===== src/rtl/id_ex_stage.sv =====
// ID/EX pipeline register with load-use hazard detection and a saturating stall counter.
// A flush or a load-use hazard loads a bubble; otherwise the ID fields are copied forward.
module id_ex_stage #(
  parameter logic [15:0] STALL_MAX = 16'hFFFF
) (
  input  logic        CLK,
  input  logic        RST_n,
  input  logic        Valid_ID,
  input  logic [31:0] PC_ID,
  input  logic [31:0] RD1_ID,
  input  logic [31:0] RD2_ID,
  input  logic [31:0] Imm_ID,
  input  logic [4:0]  Rs1_ID,
  input  logic [4:0]  Rs2_ID,
  input  logic [4:0]  Rd_ID,
  input  logic        RegWrite_ID,
  input  logic        MemRead_ID,
  input  logic        MemWrite_ID,
  input  logic        MemtoReg_ID,
  input  logic        ALUSrc_ID,
  input  logic        Branch_ID,
  input  logic [3:0]  ALUOp_ID,
  input  logic        Flush_EX,
  output logic [31:0] PC_EX,
  output logic [31:0] RD1_EX,
  output logic [31:0] RD2_EX,
  output logic [31:0] Imm_EX,
  output logic [4:0]  Rs1_EX,
  output logic [4:0]  Rs2_EX,
  output logic [4:0]  Rd_EX,
  output logic        RegWrite_EX,
  output logic        MemRead_EX,
  output logic        MemWrite_EX,
  output logic        MemtoReg_EX,
  output logic        ALUSrc_EX,
  output logic        Branch_EX,
  output logic [3:0]  ALUOp_EX,
  output logic        Valid_EX,
  output logic        Stall,
  output logic [15:0] StallCount
);

  logic load_use;
  logic bubble;

  // Rs2 is compared even for formats without rs2; a spurious stall is harmless.
  assign load_use = Valid_EX & MemRead_EX & Valid_ID & (Rd_EX != 5'd0) &
                    ((Rd_EX == Rs1_ID) | (Rd_EX == Rs2_ID));
  assign Stall    = load_use & ~Flush_EX;
  assign bubble   = Flush_EX | load_use;

  always_ff @(posedge CLK or negedge RST_n) begin
    if (!RST_n) begin
      Valid_EX    <= 1'b0;
      PC_EX       <= 32'd0;
      RD1_EX      <= 32'd0;
      RD2_EX      <= 32'd0;
      Imm_EX      <= 32'd0;
      Rs1_EX      <= 5'd0;
      Rs2_EX      <= 5'd0;
      Rd_EX       <= 5'd0;
      RegWrite_EX <= 1'b0;
      MemRead_EX  <= 1'b0;
      MemWrite_EX <= 1'b0;
      MemtoReg_EX <= 1'b0;
      ALUSrc_EX   <= 1'b0;
      Branch_EX   <= 1'b0;
      ALUOp_EX    <= 4'd0;
    end else if (bubble) begin
      // Indices are cleared too so forwarding can never match a bubble.
      Valid_EX    <= 1'b0;
      PC_EX       <= 32'd0;
      RD1_EX      <= 32'd0;
      RD2_EX      <= 32'd0;
      Imm_EX      <= 32'd0;
      Rs1_EX      <= 5'd0;
      Rs2_EX      <= 5'd0;
      Rd_EX       <= 5'd0;
      RegWrite_EX <= 1'b0;
      MemRead_EX  <= 1'b0;
      MemWrite_EX <= 1'b0;
      MemtoReg_EX <= 1'b0;
      ALUSrc_EX   <= 1'b0;
      Branch_EX   <= 1'b0;
      ALUOp_EX    <= 4'd0;
    end else begin
      Valid_EX    <= Valid_ID;
      PC_EX       <= PC_ID;
      RD1_EX      <= RD1_ID;
      RD2_EX      <= RD2_ID;
      Imm_EX      <= Imm_ID;
      Rs1_EX      <= Rs1_ID;
      Rs2_EX      <= Rs2_ID;
      Rd_EX       <= Rd_ID;
      RegWrite_EX <= RegWrite_ID & Valid_ID;
      MemRead_EX  <= MemRead_ID  & Valid_ID;
      MemWrite_EX <= MemWrite_ID & Valid_ID;
      MemtoReg_EX <= MemtoReg_ID & Valid_ID;
      ALUSrc_EX   <= ALUSrc_ID   & Valid_ID;
      Branch_EX   <= Branch_ID   & Valid_ID;
      ALUOp_EX    <= ALUOp_ID    & {4{Valid_ID}};
    end
  end

  always_ff @(posedge CLK or negedge RST_n) begin
    if (!RST_n) begin
      StallCount <= 16'd0;
    end else if (Stall && (StallCount != STALL_MAX)) begin
      StallCount <= StallCount + 16'd1;
    end
  end

endmodule

===== config.mk =====
export PLATFORM = sky130hd
export DESIGN_NAME = id_ex_stage
export DESIGN_NICKNAME = d
export VERILOG_FILES = /design/src/rtl/id_ex_stage.sv
export SDC_FILE = /design/constraint.sdc
export NUM_CORES = 1
export LEC_CHECK = 0
export ABC_AREA = 1
export BUFFER_PORTS_ARGS = -buffer_cell sky130_fd_sc_hd__clkbuf_2
export CORE_ASPECT_RATIO = 1.2
export CORE_MARGIN = 2
export CORE_UTILIZATION = 24
export CTS_CLUSTER_SIZE = 16
export DETAILED_ROUTE_END_ITERATION = 12
export MAX_ROUTING_LAYER = met4
export SYNTH_ARGS = -nofsm -noshare
export SYNTH_HDL_FRONTEND = slang
export SYNTH_SLANG_ARGS = --single-unit

===== constraint.sdc =====
create_clock -name CLK -period 2.5 [get_ports CLK]
set_clock_uncertainty 0.15 [all_clocks]
set_input_delay 0.125 -clock CLK [delete_from_list [all_inputs] [get_ports CLK]]
set_output_delay 0.125 -clock CLK [all_outputs]
set_load 0.02 [all_outputs]

# Word-level counts from Yosys, hierarchy flattened
# Index checks and enable logic that the tools add are counted.
# word_totals
wordCells,52
register_bits,170
# classes
eq_ne,3
add_sub_neg,1
n_bitwise,15
muxes,15
reduce_logical,2
# op_table
operator,count
2-to-1 mux 32 bit,4
adder 16 x 1 -> 16 bit (second input constant),1
inequality test 16 bit (second input constant),1
2-to-1 mux 5 bit,3
AND 1 bit,11
== test 5 bit,2
2-to-1 mux 1 bit,7
nonzero test 5 bit,1
AND 4 bit,1
2-to-1 mux 4 bit,1
bitwise OR 1 bit,2
logical AND 1 bit,1
inverter 1 bit,1

# Logic depth before layout (Yosys ltp)
# depth
ltp_word,6
ltp_mapped,11
ltp_nobuf,10

# Least setup slack after synthesis
# No wires, ideal clock.
# synth_path
kind,reg2reg
startpoint,register StallCount[0]
endpoint,register StallCount[7]
path_slack_ns,0.577
arrival_time_ns,1.657
path_stages_with_launch,10
setup_ns,0.117
synth_period_minus_slack_ns,1.923
required_ns,2.233
cell_sequence,dfrtp_1 -> ha_1 -> nand3_2 -> nor3_2 -> nand3_1 -> inv_1 -> nor2_4 -> buf_4 -> nand2_1 -> nand2_1
# synth_via
elab_chain_cells,2
elab_cells_between_ends,3
# synth_rtl
item,line_no,rtl
"start, declared",40,output logic [15:0] StallCount
"start signal, assigned",109,StallCount <= StallCount + 16'd1;
"parallel branches: the longest is 2 deep, another holds adder 16 x 1 -> 16 bit",--,
# Several ways; the timed one is not identified.
# A chain may end at the register's enable or synchronous reset.

# Worst setup path in the final report
# layout_path
startpoint,register Rd_EX[2]
endpoint,output Stall
# layout_via
elab_chain_cells,4
elab_cells_between_ends,7
# layout_rtl
item,line_no,rtl
"start, declared",30,"output logic [4:0] Rd_EX,"
"start signal, assigned",94,Rd_EX <= Rd_ID;
== test 5 bit / nonzero test 5 bit (equally long branches),"48, 47",
bitwise OR 1 bit / AND 1 bit (equally long branches),"48, 47",
AND 1 bit (*),47,assign load_use = Valid_EX & MemRead_EX & Valid_ID & (Rd_EX != 5'd0) &
AND 1 bit (*),49,assign Stall = load_use & ~Flush_EX;
"end, declared",39,"output logic Stall,"
# Mark *: on every way between the ends. The rest lies on a longest branch, timed or not.

==> impl_metrics.sql <==
INSERT INTO impl_metrics (metric_group, metric, value, unit) VALUES
('yosys', 'post_synth_num_cell_types', '24', ''),
('worst_setup_path', 'crit_slowest_cell', 'dfrtp_1', ''),
('timing', 'whs', '0.128', 'ns'),
('yosys', 'synth_top_cells_by_area', 'dfrtp_1, nor2_1, inv_1', ''),
('job', 'cap_violations', '0', ''),
('timing', 'tightestPinTransition', '0.534', 'ns'),
('die', 'die_h', '182', 'um'),
('grt', 'grt_overflow_total', '0', ''),
('die', 'dieWidth', '152', 'um'),
('clocking', 'worst_setup_hold_path_clk_slew', '0.07', 'ns'),
('worst_setup_path', 'end_kind', 'primary output', ''),
('placement', 'place_worst_setup_slack', '0.510', 'ns'),
('worst_setup_path', 'r2r_setup_slk', '0.51', 'ns'),
('timing', 'finalMaxSlewViolations', '0', ''),
('worst_setup_path', 'timing.critical_path.from_type', 'flip-flop', ''),
('yosys', 'ys_warn_count', '0', ''),
('clocking', 'clock_latency', '0.43', 'ns'),
('clocking', 'cts_buffers', '17', ''),
('timing', 'fmax', '500', 'MHz'),
('route', 'post_dr_wirelength_cell', '13.4', 'um'),
('power_and_ir_drop', 'cellLeakagePower', '0.00613', 'uW'),
('clocking', 'cts_tree', 'built', ''),
('route', 'finalWirelength', '20300', 'um'),
('timing', 'finalSetupTns', '0', 'ns'),
('finish', 'drive_above_1_share', '32.1', '%'),
('route', 'post-route-drc-count', '0', ''),
('yosys', 'synth_sequential_area_ratio', '67.2', '%'),
('timing', 'final-setup-viol-count', '0', ''),
('power_and_ir_drop', 'worst_ir_drop_vdd', '0.395', 'mV'),
('power_and_ir_drop', 'power', '6640', 'uW'),
('placement', 'port_buffers', '327', ''),
('power_and_ir_drop', 'power_per_cell_area', '625', 'mW/mm^2'),
('yosys', 'postSynthRegisterBits', '170', ''),
('clocking', 'cts-resized-gates', '0', ''),
('worst_setup_path', 'cp_data_required_time', '2.23', 'ns'),
('worst_hold_path', 'holdCritPathClass', 'input port to asynchronous set/reset pin', ''),
('worst_setup_path', 'path_cells', 'inv_2, nand2_1, nand2_1, nor2_1, nand3_1, nand2_2, nand3_2, inv_1, clkbuf_2', ''),
('die', 'row_count', '65', ''),
('timing', 'period_minus_slack', '2.00', 'ns'),
('yosys', 'yosysTopAreaCellShare', '67.2', '%'),
('worst_setup_path', 'worstReg2RegEnd', 'RD2_EX[17]', ''),
('timing', 'rsz_0062_raised_after_global_routing', 'no', ''),
('yosys', 'syn_nets', '819', ''),
('status', 'run_status', 'completed', ''),
('placement', 'final_gp_congestion', '0.822', ''),
('clocking', 'clock_tree.htree_level_count', '4', ''),
('grt', 'grt_pass1_vias', '6354', ''),
('yosys', 'largest_area_contributor_in_the_synthesized_netlist', 'dfrtp_1', ''),
('grt', 'grt_first_pass_wirelength', '32100', 'um'),
('clocking', 'master_cell_of_the_clock_root_buffer', 'clkbuf_16', ''),
('route', 'detail_route.iter0.violations', '198', ''),
('clocking', 'cts.sink_count', '170', ''),
('yosys', 'netlist_instances', '661', ''),
('route', 'dr.pass1.iters', '4', ''),
('worst_setup_path', 'max_stage_delay', '0.42', 'ns'),
('timing', 'timing.final.crit_share', '80.0', '%'),
('grt', 'grtUsageTotal', '15.2', '%'),
('finish', 'fin_nets', '1318', ''),
('grt', 'grt_antenna_before_repair', '1', ''),
('clocking', 'number_of_buffers_inserted_for_hold_repair_after_clock_tree_synthesis', '163', ''),
('timing', 'timing.final.hold_violations', '0', ''),
('grt', 'maximum_number_of_pins_on_one_net_before_global_route_repair', '92', ''),
('yosys', 'postSynthAreaPerCell', '9.58', 'um^2'),
('clocking', 'cts_max_path_bufs', '2', ''),
('finish', 'postLayoutCellArea', '0.0106', 'mm^2'),
('route', 'vias_per_cell', '3.93', ''),
('placement', 'dpl.hpwl', '13600', 'um'),
('timing', 'max_slew_margin', '64.4', '%'),
('finish', 'layout-area-overhead-vs-synth', '67.9', '%'),
('die', 'die_area', '0.0277', 'mm^2'),
('yosys', 'post_synth_instance_area', '0.00633', 'mm^2');
Yosys cell counts:
library cell,n
ha_1,1
nand3_2,2
nor2_4,1
xor2_1,8
nor4_2,1
nand3_1,7
clkbuf_1,1
o21ai_0,1
nor3_2,1
nand2_1,100
buf_2,9
nand2_2,2
buf_6,8
nand3b_1,1
nor3_1,4
nor3b_1,1
nand4_2,1
xnor2_1,6
nand4_1,5
nor2_1,169
buf_4,1
inv_2,2
dfrtp_1,170
inv_1,159
metal layers:
| layer | share of wire [%] | global-route usage (%) | up-vias |
|---|---|---|---|
| met5 | 0 | - | - |
| met3 | 4.8 | 3.27 | 36 |
| met2 | 54 | 27.0 | 209 |
| met4 | 2.8 | 6.21 | 0 |
| met1 | 38 | 16.3 | 2828 |
| li1 | - | - | 2860 |
how the worst max path moves through the flow:
stage / startpoint / end / slack, ns / cells past startpoint
4_1_cts: Rd_EX[3] / RD2_EX[17] / 0.48 / 8
2_1_floorplan: StallCount[0] / StallCount[7] / 0.58 / 9
6_report: Rd_EX[2] / Stall / 0.50 / 9
5_1_grt: Rd_EX[0] / RD2_EX[17] / 0.33 / 10
3_3_place_gp: Rd_EX[3] / RD2_EX[17] / 0.55 / 8
3_5_place_dp: Rd_EX[3] / RD2_EX[17] / 0.51 / 8
flip-flops by register name, indices dropped and copies added (netlist names), 4 cells and up:
| signal | cells |
|---|---|
| StallCount | 16 |
| RD2_EX | 32 |
| RD1_EX | 32 |
| Rd_EX | 5 |
| ALUOp_EX | 4 |
| PC_EX | 32 |
| Rs1_EX | 5 |
| Imm_EX | 32 |
| Rs2_EX | 5 |
logic make-up after synthesis:
| family | Yosys count | synth area share [%] |
|---|---|---|
| compound gates | 1 | 0.0789 |
| xor+xnor | 14 | 1.94 |
| fa+ha+maj | 1 | 0.197 |
| buf+inv | 180 | 11.9 |
| flops | 170 | 67.2 |
| simple gates | 295 | 18.8 |
final cells by class:
cell class,count,area (um^2)
tap,335,419
clock inverter,12,173
fill,2481,15500
multi-input combinational,311,1340
clock buffer,20,447
inverter,161,604
timing repair buffer,499,3390
sequential,170,4250
antenna,1,2.50
layout by cell type (no fill, tap or decap), types with 2 or more instances in the layout:
master | netlist | final
xor2_1 | 8 | 8
bufinv_16 | 0 | 4
nor3_1 | 4 | 4
xnor2_1 | 6 | 6
clkbuf_2 | 0 | 326
nor2_1 | 169 | 169
dlygate4sd3_1 | 0 | 163
inv_1 | 159 | 159
clkbuf_1 | 1 | 2
clkinv_2 | 0 | 4
nand4_1 | 5 | 5
clkinvlp_4 | 0 | 2
inv_2 | 2 | 2
clkbuf_16 | 0 | 17
nand3_1 | 7 | 7
nand2_1 | 100 | 100
buf_4 | 1 | 5
dfrtp_1 | 170 | 170
buf_12 | 0 | 4
nand3_2 | 2 | 2
clkinv_4 | 0 | 2
power by group:
group / switching (uW) / total, uW / internal, uW
registers: 42.1 / 2920 / 2870
clock network: 1120 / 2820 / 1700
logic: 497 / 907 / 410
total: 1660 / 6640 / 4980
stage by stage:
stage	utilization, %	std cells
2_1_floorplan	-	661
3_3_place_gp	32.1	1313
3_5_place_dp	32.1	1313
4_1_cts	40.7	1508
5_1_grt	40.7	1509
6_report	40.7	1509
worst max-delay path, delay by kind of cell (launching register included):
family,cells,cell delay [ns]
buffers and inverters,3,0.34
and+or+nand+nor,6,0.54
DFF,1,0.42
(Power assumes the default switching activity.)
